==> src/rtl/uart_pkg.sv <==
// Shared definitions for the UART debug path: ASCII codes, printer FSM states, bit timing.
// Honours UART_HEX_PREFIX_EN (adds a "0x" prefix to each printed line).
package uart_pkg;

  localparam int CLKS_PER_BIT = 234;

  localparam logic [7:0] CHR_0  = 8'h30;
  localparam logic [7:0] CHR_A  = 8'h41;
  localparam logic [7:0] CHR_X  = 8'h78;
  localparam logic [7:0] CHR_CR = 8'h0D;
  localparam logic [7:0] CHR_LF = 8'h0A;

  typedef enum logic [1:0] {
    IDLE,
    SEND,
    ACK,
    DONE
  } state_t;

  // Bytes emitted for one word, including the line terminator.
  function automatic int line_bytes(input int nibbles);
`ifdef UART_HEX_PREFIX_EN
    return nibbles + 4;
`else
    return nibbles + 2;
`endif
  endfunction

endpackage

==> src/rtl/hex_nibble_to_ascii.sv <==
// Combinational 4-bit to uppercase ASCII hex digit encoder.
module hex_nibble_to_ascii
  import uart_pkg::*;
(
  input  logic [3:0] nibble,
  output logic [7:0] ascii
);

  always_comb begin
    if (nibble < 4'd10) begin
      ascii = CHR_0 + {4'h0, nibble};
    end else begin
      ascii = CHR_A - 8'd10 + {4'h0, nibble};
    end
  end

endmodule

==> src/rtl/uart_hex_printer.sv <==
// Prints one word per handshake as uppercase hex plus CR LF, paced by the transmitter busy flag.
// Define UART_HEX_PREFIX_EN to start every line with "0x".
module uart_hex_printer
  import uart_pkg::*;
#(
  parameter int NIBBLES = 8
) (
  input  logic                 clk,
  input  logic                 rst_n,
  input  logic [4*NIBBLES-1:0] value,
  input  logic                 value_valid,
  output logic                 value_ready,
  output logic [7:0]           tx_data,
  output logic                 tx_send,
  input  logic                 tx_busy,
  output logic                 active
);

  localparam int W     = 4 * NIBBLES;
  localparam int CW    = $clog2(NIBBLES + 5);
  localparam int TOTAL = line_bytes(NIBBLES);
`ifdef UART_HEX_PREFIX_EN
  localparam int DIG0  = 2;
`else
  localparam int DIG0  = 0;
`endif
  localparam logic [CW-1:0] LAST_IDX = CW'(TOTAL - 1);
  localparam logic [CW-1:0] CR_IDX   = CW'(DIG0 + NIBBLES);

  state_t        state;
  logic [W-1:0]  shift_reg;
  logic [CW-1:0] byte_cnt;
  logic [7:0]    digit_ascii;
  logic [7:0]    cur_byte;
  logic          cur_is_digit;

  hex_nibble_to_ascii u_hex (
    .nibble (shift_reg[W-1 -: 4]),
    .ascii  (digit_ascii)
  );

  // The top nibble of the shift register is always the next digit to print.
  always_comb begin
    cur_byte     = CHR_LF;
    cur_is_digit = 1'b0;
`ifdef UART_HEX_PREFIX_EN
    if (byte_cnt == CW'(0)) begin
      cur_byte = CHR_0;
    end else if (byte_cnt == CW'(1)) begin
      cur_byte = CHR_X;
    end else if (byte_cnt < CR_IDX) begin
      cur_byte     = digit_ascii;
      cur_is_digit = 1'b1;
    end else if (byte_cnt == CR_IDX) begin
      cur_byte = CHR_CR;
    end
`else
    if (byte_cnt < CR_IDX) begin
      cur_byte     = digit_ascii;
      cur_is_digit = 1'b1;
    end else if (byte_cnt == CR_IDX) begin
      cur_byte = CHR_CR;
    end
`endif
  end

  always_ff @(posedge clk or negedge rst_n) begin
    if (!rst_n) begin
      state       <= IDLE;
      shift_reg   <= '0;
      byte_cnt    <= '0;
      value_ready <= 1'b1;
      tx_data     <= 8'h00;
      tx_send     <= 1'b0;
      active      <= 1'b0;
    end else begin
      case (state)
        IDLE: begin
          if (value_valid && value_ready) begin
            shift_reg   <= value;
            byte_cnt    <= '0;
            active      <= 1'b1;
            value_ready <= 1'b0;
            state       <= SEND;
          end
        end
        SEND: begin
          if (!tx_busy) begin
            tx_data <= cur_byte;
            tx_send <= 1'b1;
            state   <= ACK;
          end
        end
        ACK: begin
          tx_send <= 1'b0;
          if (tx_busy) begin
            state <= DONE;
          end
        end
        DONE: begin
          if (!tx_busy) begin
            if (byte_cnt == LAST_IDX) begin
              active      <= 1'b0;
              value_ready <= 1'b1;
              state       <= IDLE;
            end else begin
              if (cur_is_digit) begin
                shift_reg <= shift_reg << 4;
              end
              byte_cnt <= byte_cnt + CW'(1);
              state    <= SEND;
            end
          end
        end
        default: state <= IDLE;
      endcase
    end
  end

endmodule
==> config.mk <==
export PLATFORM = sky130hd
export DESIGN_NAME = uart_hex_printer
export DESIGN_NICKNAME = d
export VERILOG_FILES = /design/src/rtl/uart_pkg.sv /design/src/rtl/hex_nibble_to_ascii.sv /design/src/rtl/uart_hex_printer.sv
export SDC_FILE = /design/constraint.sdc
export NUM_CORES = 1
export LEC_CHECK = 0
export CORE_UTILIZATION = 53
export CTS_BUF_LIST = sky130_fd_sc_hd__clkbuf_16
export CTS_CLUSTER_DIAMETER = 30
export CTS_CLUSTER_SIZE = 28
export DETAILED_ROUTE_END_ITERATION = 8
export PLACE_DENSITY_LB_ADDON = 0.15
export SYNTH_ARGS = -nofsm -noshare
export SYNTH_HDL_FRONTEND = slang
export SYNTH_HIERARCHICAL = 1
export SYNTH_SLANG_ARGS = --single-unit
==> constraint.sdc <==
create_clock -name clk -period 2.6 [get_ports clk]
set_input_delay 0.52 -clock clk [delete_from_list [all_inputs] [get_ports clk]]
set_output_delay 0.52 -clock clk [all_outputs]
set_load 0.03 [all_outputs]
== Word-level counts from Yosys, hierarchy flattened ==
Index checks and enable logic that the tools add are counted.
W data, S select, Z words.
Storage, ports and cells
  flip-flop bits (word level): 49
  bits in latches: 0
  memory bits (writable): 0
  ROM bits: 0
  input port bits: 36
  output and inout port bits: 11
  logic and storage cells: 64
  memories kept: 0
Cells by class
  add/subtract/negate cells: 3
  $mul: 0
  divide/modulo/power cells: 0
  order comparisons: 2
  eq/ne operators: 12
  shifts and indexed selects: 0
  mux-type cells: 29
  bitwise logic cells: 1
  reductions and logical operators: 10
Operators by type and width (number)
  $mux W32: 4
  $pmux W32 S2: 1
  $mux W8: 2
  $add A6 B4 Y7 const A: 2
  $ne A2 B2 Y1 const B: 7
  $mux W4: 3
  $reduce_and A4 Y1: 3
  $mux W1: 9
  $eq A4 B4 Y1 const B: 2
  $lt A4 B4 Y1 const B: 2
  $mux W2: 4
  $pmux W2 S4: 1
  $pmux W4 S2: 1
  $pmux W1 S2: 3
  $reduce_and A5 Y1: 1
  $add A4 B1 Y4 const B: 1
  $eq A2 B2 Y1 const B: 2
  $reduce_and A2 Y1: 2
  $reduce_bool A2 Y1: 2
  $mux W3: 1
  $eq A2 B1 Y1 const B: 1
  $logic_not A2 Y1: 1
  $logic_and A1 B1 Y1: 1
  $not A1 Y1: 1

== Longest topological paths before layout ==
Gate-level depths: netlist of run 1.
  word-level depth: 6
  mapped depth: 10
  mapped depth without buffers: 6

== By module ==
The synthesis of run 1 kept the hierarchy.
Modules (own cells, without submodules)
  uart_hex_printer: instances 1, cells an instance 248, area an instance 2511.2 um^2, sequential area each 1227.4 um^2
  hex_nibble_to_ascii: instances 1, cells an instance 16, area an instance 105.1 um^2, sequential area each 0.0 um^2

== Least setup slack after synthesis of run 1 ==
Ideal clock, no wire load.
  path kind: reg2reg
  start: register state[0]
  end: register shift_reg[25]
  library setup time: 0.126 ns
  data arrival time: 1.721 ns
  required time: 2.474 ns
  path slack: 0.753 ns
  cell stages (with the launch flop): 9
  buffers on the path: 2
  period minus slack after synthesis: 1.847 ns
  cells stage by stage: dfrtp_1 -> inv_1 -> ha_1 -> buf_4 -> and2b_4 -> o211ai_4 -> buf_6 -> o22ai_1 -> a221o_1
On the way
  word-level cells in the longest chain between the ends: 3
  elaborated cells on any way between the ends: 9
  those cells by class: 5 x eq/ne; 1 x mux; 3 x reduce/logical
RTL lines
  start, declared: line uart_hex_printer.sv:30  | state_t state;
  start signal, assigned: line uart_hex_printer.sv:69  | state <= IDLE;
  start signal, assigned: line uart_hex_printer.sv:84  | state <= SEND;
  start signal, assigned: line uart_hex_printer.sv:91  | state <= ACK;
  $eq A2 B2 Y1 / $logic_not A2 Y1 (equally long branches): line uart_hex_printer.sv:77  | case (state)
  $ne A2 B2 Y1 (no line) / $reduce_bool A2 Y1 (equally long branches)
  $reduce_and A5 Y1 (no line)
  end signal, assigned: line uart_hex_printer.sv:80  | shift_reg <= value;
  end signal, assigned: line uart_hex_printer.sv:108  | shift_reg <= shift_reg << 4;
  end, declared: line uart_hex_printer.sv:31  | logic [W-1:0] shift_reg;
Parallel ways exist; a longest one is shown, timed or not.
A chain may end at the register's enable or synchronous reset.

== Worst setup path after layout of run 1 ==
  start: register state[1]
  end: register state[0]
On the way
  word-level cells in the longest chain between the ends: 3
  elaborated cells on any way between the ends: 10
  those cells by class: 7 x eq/ne; 1 x mux; 2 x reduce/logical
RTL lines (line)
  $eq A2 B2 Y1, or another cell as far along: uart_hex_printer.sv:77
  $ne A2 B2 Y1 (no line)
  $reduce_and A4 Y1 (no line)
Parallel ways exist; a longest one is shown, timed or not.

==> key figures, run 1 <==
Outcome
  – Run status: completed

Synthesis
  – EDFF count, synth: 0
  – Number of synthesized register bits: 49
  – Main synth FF type: dfrtp_1
  – Sequential area share after synthesis: 46.9%
  – Post-Synthesis Cells: 264
  – FFs w/ async S/R, synth: 100%
  – Post-Syn Area: 0.00262 sq mm
  – Mean Syn Cell Area: 9.91 sq um
  – YS warnings: 6
  – Syn_nets: 309
  – Yosys cell types: 44

Die
  – Die height: 72.3 microns
  – Die ar.: 0.00522 sq mm
  – Core area: 0.00472 sq mm
  – Die Span X: 72.3 microns
  – Num ports: 47
  – Initial cell density of the core: 55.4%
  – Core Rows: 25

Clock tree
  – Setup bufs post-CTS: 0
  – TritonCTS clock tree: done
  – Worst-case clock buffer depth: 2
  – Root Driver: clkbuf_16
  – Clk Latency, worst-skew pair: 0.28 ns
  – Reg clk slew, reported paths: 0.06 ns
  – H-tree depth: 2
  – Post_cts resized: 0
  – CTS sink count: 49
  – Num CTS Buffers: 5
  – Hold-fix buffers, CTS: 0

Finish
  – Layout area overhead: 23.5%
  – Fill cell count: 377
  – ANT cells: 0
  – Layout cells sized above 1: 8.79%
  – Final nets: 353
  – Most frequent cells in the layout: dfrtp_1 (48), o22ai_1 (47), clkdlybuf4s50_1 (45)
  – Final Cell Area: 0.00323 sq mm
  – Max reg flops: 32
  – Most common cell after layout, fill and taps aside: dfrtp_1

Min path
  – Worst Hold Class: in2async

Place
  – Port Buffer Count: 46
  – Setup WS pre-CTS: 0.361 ns
  – Post-DP Area: 0.00310 sq mm
  – Detailed Place HPWL: 3960 microns
  – Routability cong.: 0.772

Timing
  – Slew Viols, Final: 0
  – Final setup violation count: 0
  – Worst clock skew: 0.00339 ns
  – Max frequency: 0.460 GHz
  – RSZ-0062 raised after global routing: false
  – Final Hold Vio Count: 0
  – Sum Neg Setup Slack: 0 ns
  – Min cycle time layout: 2.17 ns
  – Slew @ Worst Pin: 0.633 ns
  – Post-route setup slack: 0.427 ns
  – Rel. slew slack: 57.8%
  – Tcrit/Tclk final: 83.6%

GRT
  – Largest net degree at the start of global routing: 41
  – First-pass GRT wire length: 9510 microns
  – Initial antenna violation count: 0
  – Overflow after GRT: 0
  – Total GRT Usage: 23.5%
  – Vias in the first global route: 2059

Power
  – PD cells: 446 mW/mm^2
  – Final Power: 1.44 mW
  – Max VDD drop: 0.229 mV
  – Leak: 1.32 nW

Setup path
  – Critical Path Sink Type: flop
  – Worst Path Required: 2.74 ns
  – Type of the worst setup path: reg2reg
  – WP data arrival: 2.32 ns
  – Worst setup SP type: flop
  – Reg-to-reg slack, setup: 0.43 ns
  – CP Max Fanout: 9

Job
  – # Max-Cap Violations: 0

Route
  – Overall routed net length: 5670 microns
  – DR pass1 iterations: 4
  – Avg Vias per Cell: 5.92
  – Residual DRC count: 0
  – Final ANT Viol Nets: 0
  – Iteration-0 DRC Markers: 167
  – Via count: 2215
  – WL/cell: 15.2 microns
layout make-up:
cell class	count	area [sq um]	share of cell area, %
Clock buffer	5	125	3.87
Clock inverter	1	5.00	0.155
Inverter	10	37.5	1.16
Multi-Input combinational cell	186	1220	37.8
Sequential cell	49	1230	38.0
Tap cell	67	83.8	2.59
Timing Repair Buffer	56	531	16.4
cell families after synthesis:
family,synth area share (%)
other,0.143
and+or+nand+nor,10.3
adders and majority gates,4.30
xor gates and xnor gates,0.335
AOI/OAI and AO/OA,30.0
buffers and inverters,6.41
DFF,46.9
muxes,1.63
worst max-delay path, cell delays in order, from the launching register on:
cell and delay (ns):
dfrtp_1 0.45, inv_1 0.10, ha_1 0.30, a21bo_1 0.42, nand3_1 0.18, a2111oi_0 0.51, a21oi_1 0.08
routing by layer:
layer / up-vias / track usage [%] / share of wire, % / routed length [microns]
li1: 1085 / - / - / -
met4: 0 / 8.06 / 1.1 / 62
met2: 58 / 37.5 / 48 / 2730
met5: - / 0 / 0 / 0
met3: 4 / 3.89 / 3.2 / 180
met1: 1068 / 32.6 / 48 / 2700
Yosys cell counts, drive strengths merged (2+ instances only):
library cell  number  area, sq um
o21a               2         15.0
buf               12          104
a21oi             26          130
nor2b              2         12.5
nand2             34          130
mux2               2         22.5
o21ai             16         83.8
a221o             11          110
o31ai              2         15.0
nand3              4         20.0
mux2i              2         20.0
nor2               4         22.5
o211ai             3         41.3
a22o               7         61.3
inv               10         37.5
ha                 9          113
clkbuf             7         26.3
nor3b              2         26.3
dfrtp             48         1200
o22ai             47          294
where the power goes:
part / switching [mW] / internal, mW
Clock: 0.259 / 0.344
Sequential: 0 / 0.762
Combinational: 0.0266 / 0.0500
stage by stage:
step           hold slack (ns)  cells  utilization (%)
2_1_floorplan            0.224    264                -
3_3_place_gp             0.461    368             65.6
3_5_place_dp             0.469    368             65.6
4_1_cts                  0.277    374             68.4
5_1_grt                  0.317    374             68.4
6_report                 0.252    374             68.4
final timing paths:
path                                   startpoint  depth (start not counted)                         to
max in group asynchronous                   rst_n                          2  shift_reg[22]$_DFFE_PN0P_
max reg2reg                  state[1]$_DFFE_PN0P_                          6       state[0]$_DFFE_PN0P_
min reg2reg                tx_data[6]$_DFFE_PN0P_                          2     tx_data[6]$_DFFE_PN0P_
min in group clk           tx_data[6]$_DFFE_PN0P_                          2     tx_data[6]$_DFFE_PN0P_
min                                         rst_n                          1     tx_data[4]$_DFFE_PN0P_
max                          state[1]$_DFFE_PN0P_                          6       state[0]$_DFFE_PN0P_
Note: power is estimated with default switching activity, not from simulation.
==> run 2, diff against run 1 <==
==> constraint.sdc (replaced) <==
create_clock -name clk -period 2.15 [get_ports clk]
set_input_delay 0.43 -clock clk [delete_from_list [all_inputs] [get_ports clk]]
set_output_delay 0.43 -clock clk [all_outputs]
set_load 0.03 [all_outputs]
==> run 2 against run 1 <==
- total power is 24% higher
- clock skew up 0.00089 ns
- core utilization is 2.5 points higher
- global-route usage is 0.43 points higher
==> key figures, run 2 (synthesis gave the netlist of run 1 again) <==
Route
  – Residual DRC count: 0 (unchanged)
  – Iteration-0 DRC Markers: 202 (+21%)
  – DR pass1 iterations: 4 (unchanged)
  – WL/cell: 15.2 microns (+0.57%)
  – Avg Vias per Cell: 5.87 (-0.90%)
  – Final ANT Viol Nets: 0 (unchanged)
  – Via count: 2242 (+1.2%)
  – Overall routed net length: 5820 microns (+2.7%)

Clock tree
  – Root Driver: clkbuf_16
  – Num CTS Buffers: 5 (unchanged)
  – Setup bufs post-CTS: 0 (unchanged)
  – Hold-fix buffers, CTS: 0 (unchanged)
  – Post_cts resized: 0 (unchanged)
  – Reg clk slew, reported paths: 0.07 ns (about the same)
  – TritonCTS clock tree: done
  – Clk Latency, worst-skew pair: 0.29 ns (about the same)
  – CTS sink count: 49 (unchanged)
  – Worst-case clock buffer depth: 2 (unchanged)
  – H-tree depth: 2 (unchanged)

Job
  – # Max-Cap Violations: 0 (unchanged)

Timing
  – RSZ-0062 raised after global routing: false
  – Sum Neg Setup Slack: 0 ns (unchanged)
  – Slew @ Worst Pin: 0.523 ns (-0.110 ns)
  – Tcrit/Tclk final: 90.6%
  – Worst clock skew: 0.00428 ns (+0.000888 ns)
  – Final Hold Vio Count: 0 (unchanged)
  – Min cycle time layout: 1.95 ns
  – Post-route setup slack: 0.201 ns (-0.226 ns)
  – Max frequency: 0.513 GHz
  – Hold_ws: 0.108 ns (-0.144 ns)
  – Rel. slew slack: 65.1% (+7.3 points)
  – Slew Viols, Final: 0 (unchanged)
  – Final setup violation count: 0 (unchanged)

Setup path
  – Worst Reg-to-Reg Cells: 7 (+1)
  – Crit path max-delay cell type: clkdlybuf4s50_1
  – Worst setup SP type: flop
  – Worst r2r src: state[0]$_DFFE_PN0P_
  – Type of the worst setup path: reg2out
  – CP Max Fanout: 5 (-4)
  – Worst r2r dst: shift_reg[18]$_DFFE_PN0P_
  – Slowest stage delay, CP: 0.67 ns (+0.16 ns)
  – Critical Path Sink Type: primary output
  – Reg-to-reg slack, setup: 0.20 ns (-0.23 ns)
  – WP data arrival: 1.52 ns (-0.80 ns)
  – CP top delay family: buffers and inverters
  – WP buf/inv: 1 (unchanged)
  – Cell Chain, Critical Path: clkdlybuf4s50_1
  – Worst Path Required: 1.72 ns (-1.02 ns)

GRT
  – Initial antenna violation count: 0 (unchanged)
  – Largest net degree at the start of global routing: 30 (-27%)
  – Total GRT Usage: 23.9% (+0.43 points)
  – Vias in the first global route: 2125 (+3.2%)
  – Overflow after GRT: 0 (unchanged)
  – First-pass GRT wire length: 9750 microns (+2.5%)

Finish
  – Reg area: 0.00123 sq mm (unchanged)
  – Layout area overhead: 28.1%
  – Most common cell after layout, fill and taps aside: dfrtp_1
  – ANT cells: 0 (unchanged)
  – Max reg flops: 32 (unchanged)
  – Multi-input gate area in the final layout: 0.00122 sq mm (unchanged)
  – Most frequent cells in the layout: dfrtp_1 (48), o22ai_1 (47), clkdlybuf4s50_1 (45)
  – Finished Layout Cells: 382 (+2.1%)
  – Layout cells sized above 1: 11.1% (+2.3 points)
  – Final nets: 359 (+1.7%)
  – Fill cell count: 368 (-2.4%)

Power
  – Flop pwr share: 51.6% (-1.3 points)
  – Leak: 1.38 nW (+4.7%)
  – Final Power: 1.78 mW (+24%)
  – Clock share of power: 43.2% (+1.4 points)
  – PD cells: 533 mW/mm^2 (+19%)
  – Gate power share: 5.2% (about the same)
  – P_int: 1.41 mW (+22%)
  – Net Switching: 0.373 mW (+31%)
  – Switching share of power: 20.9% (+1.1 points)
  – Max VDD drop: 0.403 mV (+76%)

Min path
  – Worst Hold Class: in2async

Place
  – Detailed Place HPWL: 3970 microns (+0.45%)
  – Routability cong.: 0.776 (+0.49%)
  – Port Buffer Count: 46 (unchanged)
  – Placed insts: 374 (+1.6%)
  – Setup WS pre-CTS: 0.0347 ns (-0.327 ns)

Die
  – Core Rows: 25 (unchanged)
  – Core area: 0.00472 sq mm (unchanged)
  – Die Span X: 72.3 microns (unchanged)
  – Die ar.: 0.00522 sq mm (unchanged)
  – Num ports: 47 (unchanged)
  – Initial cell density of the core: 55.4% (unchanged)
  – Die height: 72.3 microns (unchanged)

Outcome
  – Run status: completed
run 2: changes by cell type in the layout (fill, tap and decap cells not counted):
cell and change:
buf_12 +5, inv_1 +1, inv_6 +1, a21bo_2 +1
a21bo_1 -1, buf_4 +1
run 2: worst max-delay path by stage:
stage	from	endpoint	slack, ns	cells past startpoint
global route	state[1]$_DFFE_PN0P_	state[0]$_DFFE_PN0P_	0.09	6
global placement	tx_busy	shift_reg[12]$_DFFE_PN0P_	0.08	7
CTS	state[0]$_DFFE_PN0P_	shift_reg[18]$_DFFE_PN0P_	0.17	7
finish	value_ready$_DFFE_PN1P_	value_ready	0.20	1
detailed placement	tx_busy	shift_reg[13]$_DFFE_PN0P_	0.03	7
floorplan	state[0]$_DFFE_PN0P_	shift_reg[25]$_DFFE_PN0P_	0.30	8
run 2: cell type report:
type	instances	area share, %
tap	67	2.50
multi-input combinational	186	36.4
timing repair buffer	62	19.0
clock inverter	3	0.523
clock buffer	5	3.73
sequential	49	36.6
inverter	10	1.12
run 2: power groups by stage:
stage                     clock, mW  combinational, mW  sequential, mW
after CTS                     0.788             0.0949           0.921
after detailed placement          0             0.0944           0.939
final                         0.770             0.0928           0.921
after global placement            0             0.0949           0.939
after global routing          0.822              0.101           0.921
after floorplan                   0            0.00480           0.939
run 2: stage by stage:
step | area [sq um] | util [%]
floorplan | 2620 | -
global placement | 3210 | 67.9
detailed placement | 3210 | 67.9
CTS | 3350 | 70.9
global route | 3350 | 70.9
finish | 3350 | 70.9
run 2: per-layer routing:
layer / global-route usage [%] / wire length (microns)
met3: 3.33 / 200
met4: 7.84 / 70
met1: 34.1 / 2780
met5: 0 / 0
met2: 37.9 / 2770
run 2: worst register-to-register path: stages, from the launching register on:
cell	delay (ns)
dfrtp_1	0.41
inv_1	0.13
ha_1	0.28
a21bo_2	0.32
o211ai_4	0.12
buf_12	0.20
o22ai_1	0.11
a221o_1	0.26
==> run 3, diff against run 2 <==
--- a/config.mk
+++ b/config.mk
@@ -5,11 +5,13 @@
 export SDC_FILE = /design/constraint.sdc
 export NUM_CORES = 1
 export LEC_CHECK = 0
+export CORE_MARGIN = 4
 export CORE_UTILIZATION = 53
 export CTS_BUF_LIST = sky130_fd_sc_hd__clkbuf_16
 export CTS_CLUSTER_DIAMETER = 30
 export CTS_CLUSTER_SIZE = 28
 export DETAILED_ROUTE_END_ITERATION = 8
+export MAX_ROUTING_LAYER = met4
 export PLACE_DENSITY_LB_ADDON = 0.15
 export SYNTH_ARGS = -nofsm -noshare
 export SYNTH_HDL_FRONTEND = slang
==> run 3 against run 2 <==
- design area decreased by 0.86%
- clock skew rose by 0.0024 ns
- clock power fell by 2%
- sequential share of layout area increased by 0.32 points
- wire length increased by 0.19%
- largest power group unchanged
- critical endpoint is now shift_reg[18]$_DFFE_PN0P_
- core utilization shrank 1.1 points
- sequential power about the same
==> key figures, run 3 (synthesis gave the netlist of run 1 again) <==
Outcome
  – Run status: completed

Route
  – Overall routed net length: 5830 microns (+0.19%)
  – Iteration-0 DRC Markers: 159 (-21%)
  – Final ANT Viol Nets: 0 (unchanged)
  – Length of routed met3 wiring: 309 microns (+55%)
  – WL/cell: 15.3 microns (+0.45%)
  – Residual DRC count: 0 (unchanged)
  – Metal2 WL: 2810 microns (+1.4%)
  – Max Used Layer: met4
  – DR pass1 iterations: 4 (unchanged)
  – Metal-1 WL: 2640 microns (-5.2%)
  – Via count: 2264 (+0.98%)
  – Avg Vias per Cell: 5.94 (+1.2%)

Place
  – Routability cong.: 0.790 (+1.7%)
  – Detailed Place HPWL: 4120 microns (+3.6%)
  – Port Buffer Count: 46 (unchanged)
  – Post-DP Area: 0.00318 sq mm (-1.0%)

Die
  – Die ar.: 0.00612 sq mm (+17%)
  – Num ports: 47 (unchanged)
  – Core Rows: 25 (unchanged)
  – Initial cell density of the core: 55.0% (-0.36 points)
  – Die Span X: 78.3 microns (+8.3%)
  – Core area: 0.00475 sq mm (+0.66%)
  – Die height: 78.3 microns (+8.3%)

Clock tree
  – Root Driver: clkbuf_16
  – Reg clk slew, reported paths: 0.06 ns (about the same)
  – Num CTS Buffers: 5 (unchanged)
  – CTS sink count: 49 (unchanged)
  – H-tree depth: 2 (unchanged)
  – TritonCTS clock tree: done
  – Hold-fix buffers, CTS: 0 (unchanged)
  – Worst-case clock buffer depth: 2 (unchanged)
  – Clk Latency, worst-skew pair: 0.28 ns (about the same)

Setup path
  – CP Max Fanout: 28 (+23)
  – Worst setup SP type: flop
  – Type of the worst setup path: reg2reg
  – Slowest stage delay, CP: 0.42 ns (-0.25 ns)
  – WP data arrival: 2.16 ns (+0.64 ns)
  – WP buf/inv: 2 (+1)
  – Worst Path Required: 2.32 ns (+0.60 ns)
  – CP top delay family: compound AO/OA/AOI/OAI gates
  – Critical Path Sink Type: flop
  – Crit path max-delay cell type: dfrtp_1
  – Cell Chain, Critical Path: inv_1 -> ha_2 -> a21bo_2 -> o211ai_4 -> buf_12 -> o22ai_1 -> a221o_1

Finish
  – Final Cell Area: 0.00332 sq mm (-0.86%)
  – Fill cell count: 385 (+4.6%)
  – Final nets: 358 (-0.28%)
  – Most frequent cells in the layout: dfrtp_1 (48), o22ai_1 (47), clkdlybuf4s50_1 (45)
  – Layout cells sized above 1: 11.1% (+0.035 points)
  – Most common cell after layout, fill and taps aside: dfrtp_1
  – ANT cells: 0 (unchanged)
  – Layout area overhead: 27.0%
  – Max reg flops: 32 (unchanged)
  – Final core utilization: 69.9% (-1.1 points)

GRT
  – Total GRT Usage: 20.6% (-3.4 points)
  – Initial antenna violation count: 0 (unchanged)
  – Overflow after GRT: 0 (unchanged)
  – Vias in the first global route: 2219 (+4.4%)
  – First-pass GRT wire length: 9920 microns (+1.7%)
  – Largest net degree at the start of global routing: 29 (-3.3%)

Power
  – Final Power: 1.77 mW (-0.80%)
  – Max VDD drop: 0.356 mV (-12%)
  – Leak: 1.36 nW (-1.4%)
  – PD cells: 533 mW/mm^2 (about the same)

Timing
  – Tcrit/Tclk final: 92.5% (+1.9 points)
  – Sum Neg Setup Slack: 0 ns (unchanged)
  – Hold_ws: 0.132 ns (+0.0247 ns)
  – Worst clock skew: 0.00671 ns (+0.00243 ns)
  – Final Hold Vio Count: 0 (unchanged)
  – Max frequency: 0.503 GHz (-2.1%)
  – Slew Viols, Final: 0 (unchanged)
  – Rel. slew slack: 62.7% (-2.5 points)
  – Final setup violation count: 0 (unchanged)
  – Slew @ Worst Pin: 0.560 ns (+0.0368 ns)
  – Min cycle time layout: 1.99 ns (+0.0409 ns)
  – RSZ-0062 raised after global routing: false

Job
  – # Max-Cap Violations: 0 (unchanged)

Min path
  – Worst Hold Class: in2async
run 3: cell types whose count changed in the layout (fill, tap and decap cells not counted), sizes merged:
cell / change
clkinv: +2
inv: -2
buf: -1
run 3: what timing repair did:
item	CTS	global route
resized for setup	0	3
endpoints found under the setup margin	0	18
buffers inserted	0	0
run 3: area by class of cell:
class	count	area [sq um]	area share, %
flip-flops and latches	49	1230	36.9
clock buffers	5	125	3.77
clock inverters	3	17.5	0.527
repair buffers	61	606	18.2
inverters	10	37.5	1.13
multi-input cells	186	1220	36.9
well taps	67	83.8	2.52
run 3: per-stage QoR:
step	cells	setup slack, ns
2_1_floorplan	264	0.303
4_1_cts	381	0.0390
6_report	381	0.161
3_3_place_gp	373	0.0999
3_5_place_dp	373	0.0213
5_1_grt	381	0.0659
run 3: power breakdown:
group / switching [mW] / internal, mW / leakage (nW)
combinational: 0.0326 / 0.0617 / 0.678
clock: 0.327 / 0.427 / 0.0712
sequential: 0 / 0.922 / 0.608
run 3: path summary, 6_finish.rpt:
kind                                             end                   start  slack, ns  cells past startpoint
hold reg to reg               tx_data[4]$_DFFE_PN0P_  tx_data[4]$_DFFE_PN0P_       0.48                      2
setup / recovery           shift_reg[18]$_DFFE_PN0P_    state[0]$_DFFE_PN0P_       0.16                      7
setup reg to reg           shift_reg[18]$_DFFE_PN0P_    state[0]$_DFFE_PN0P_       0.16                      7
min in group clk              tx_data[4]$_DFFE_PN0P_  tx_data[4]$_DFFE_PN0P_       0.48                      2
max in group asynchronous  shift_reg[15]$_DFFE_PN0P_                   rst_n       1.49                      2
hold / removal                tx_data[6]$_DFFE_PN0P_                   rst_n       0.13                      1
run 3: metal layers:
metal  global-route usage, %  vias up
met5                       -        -
met4                    8.57        0
met3                    3.78        8
met2                    31.7       72
met1                    26.9     1089
li1                        -     1095
run 3: worst reg2reg max path: stages, from the launching register on:
cell	delay, ns
dfrtp_1	0.42
inv_1	0.15
ha_2	0.29
a21bo_2	0.33
o211ai_4	0.12
buf_12	0.20
o22ai_1	0.11
a221o_1	0.26
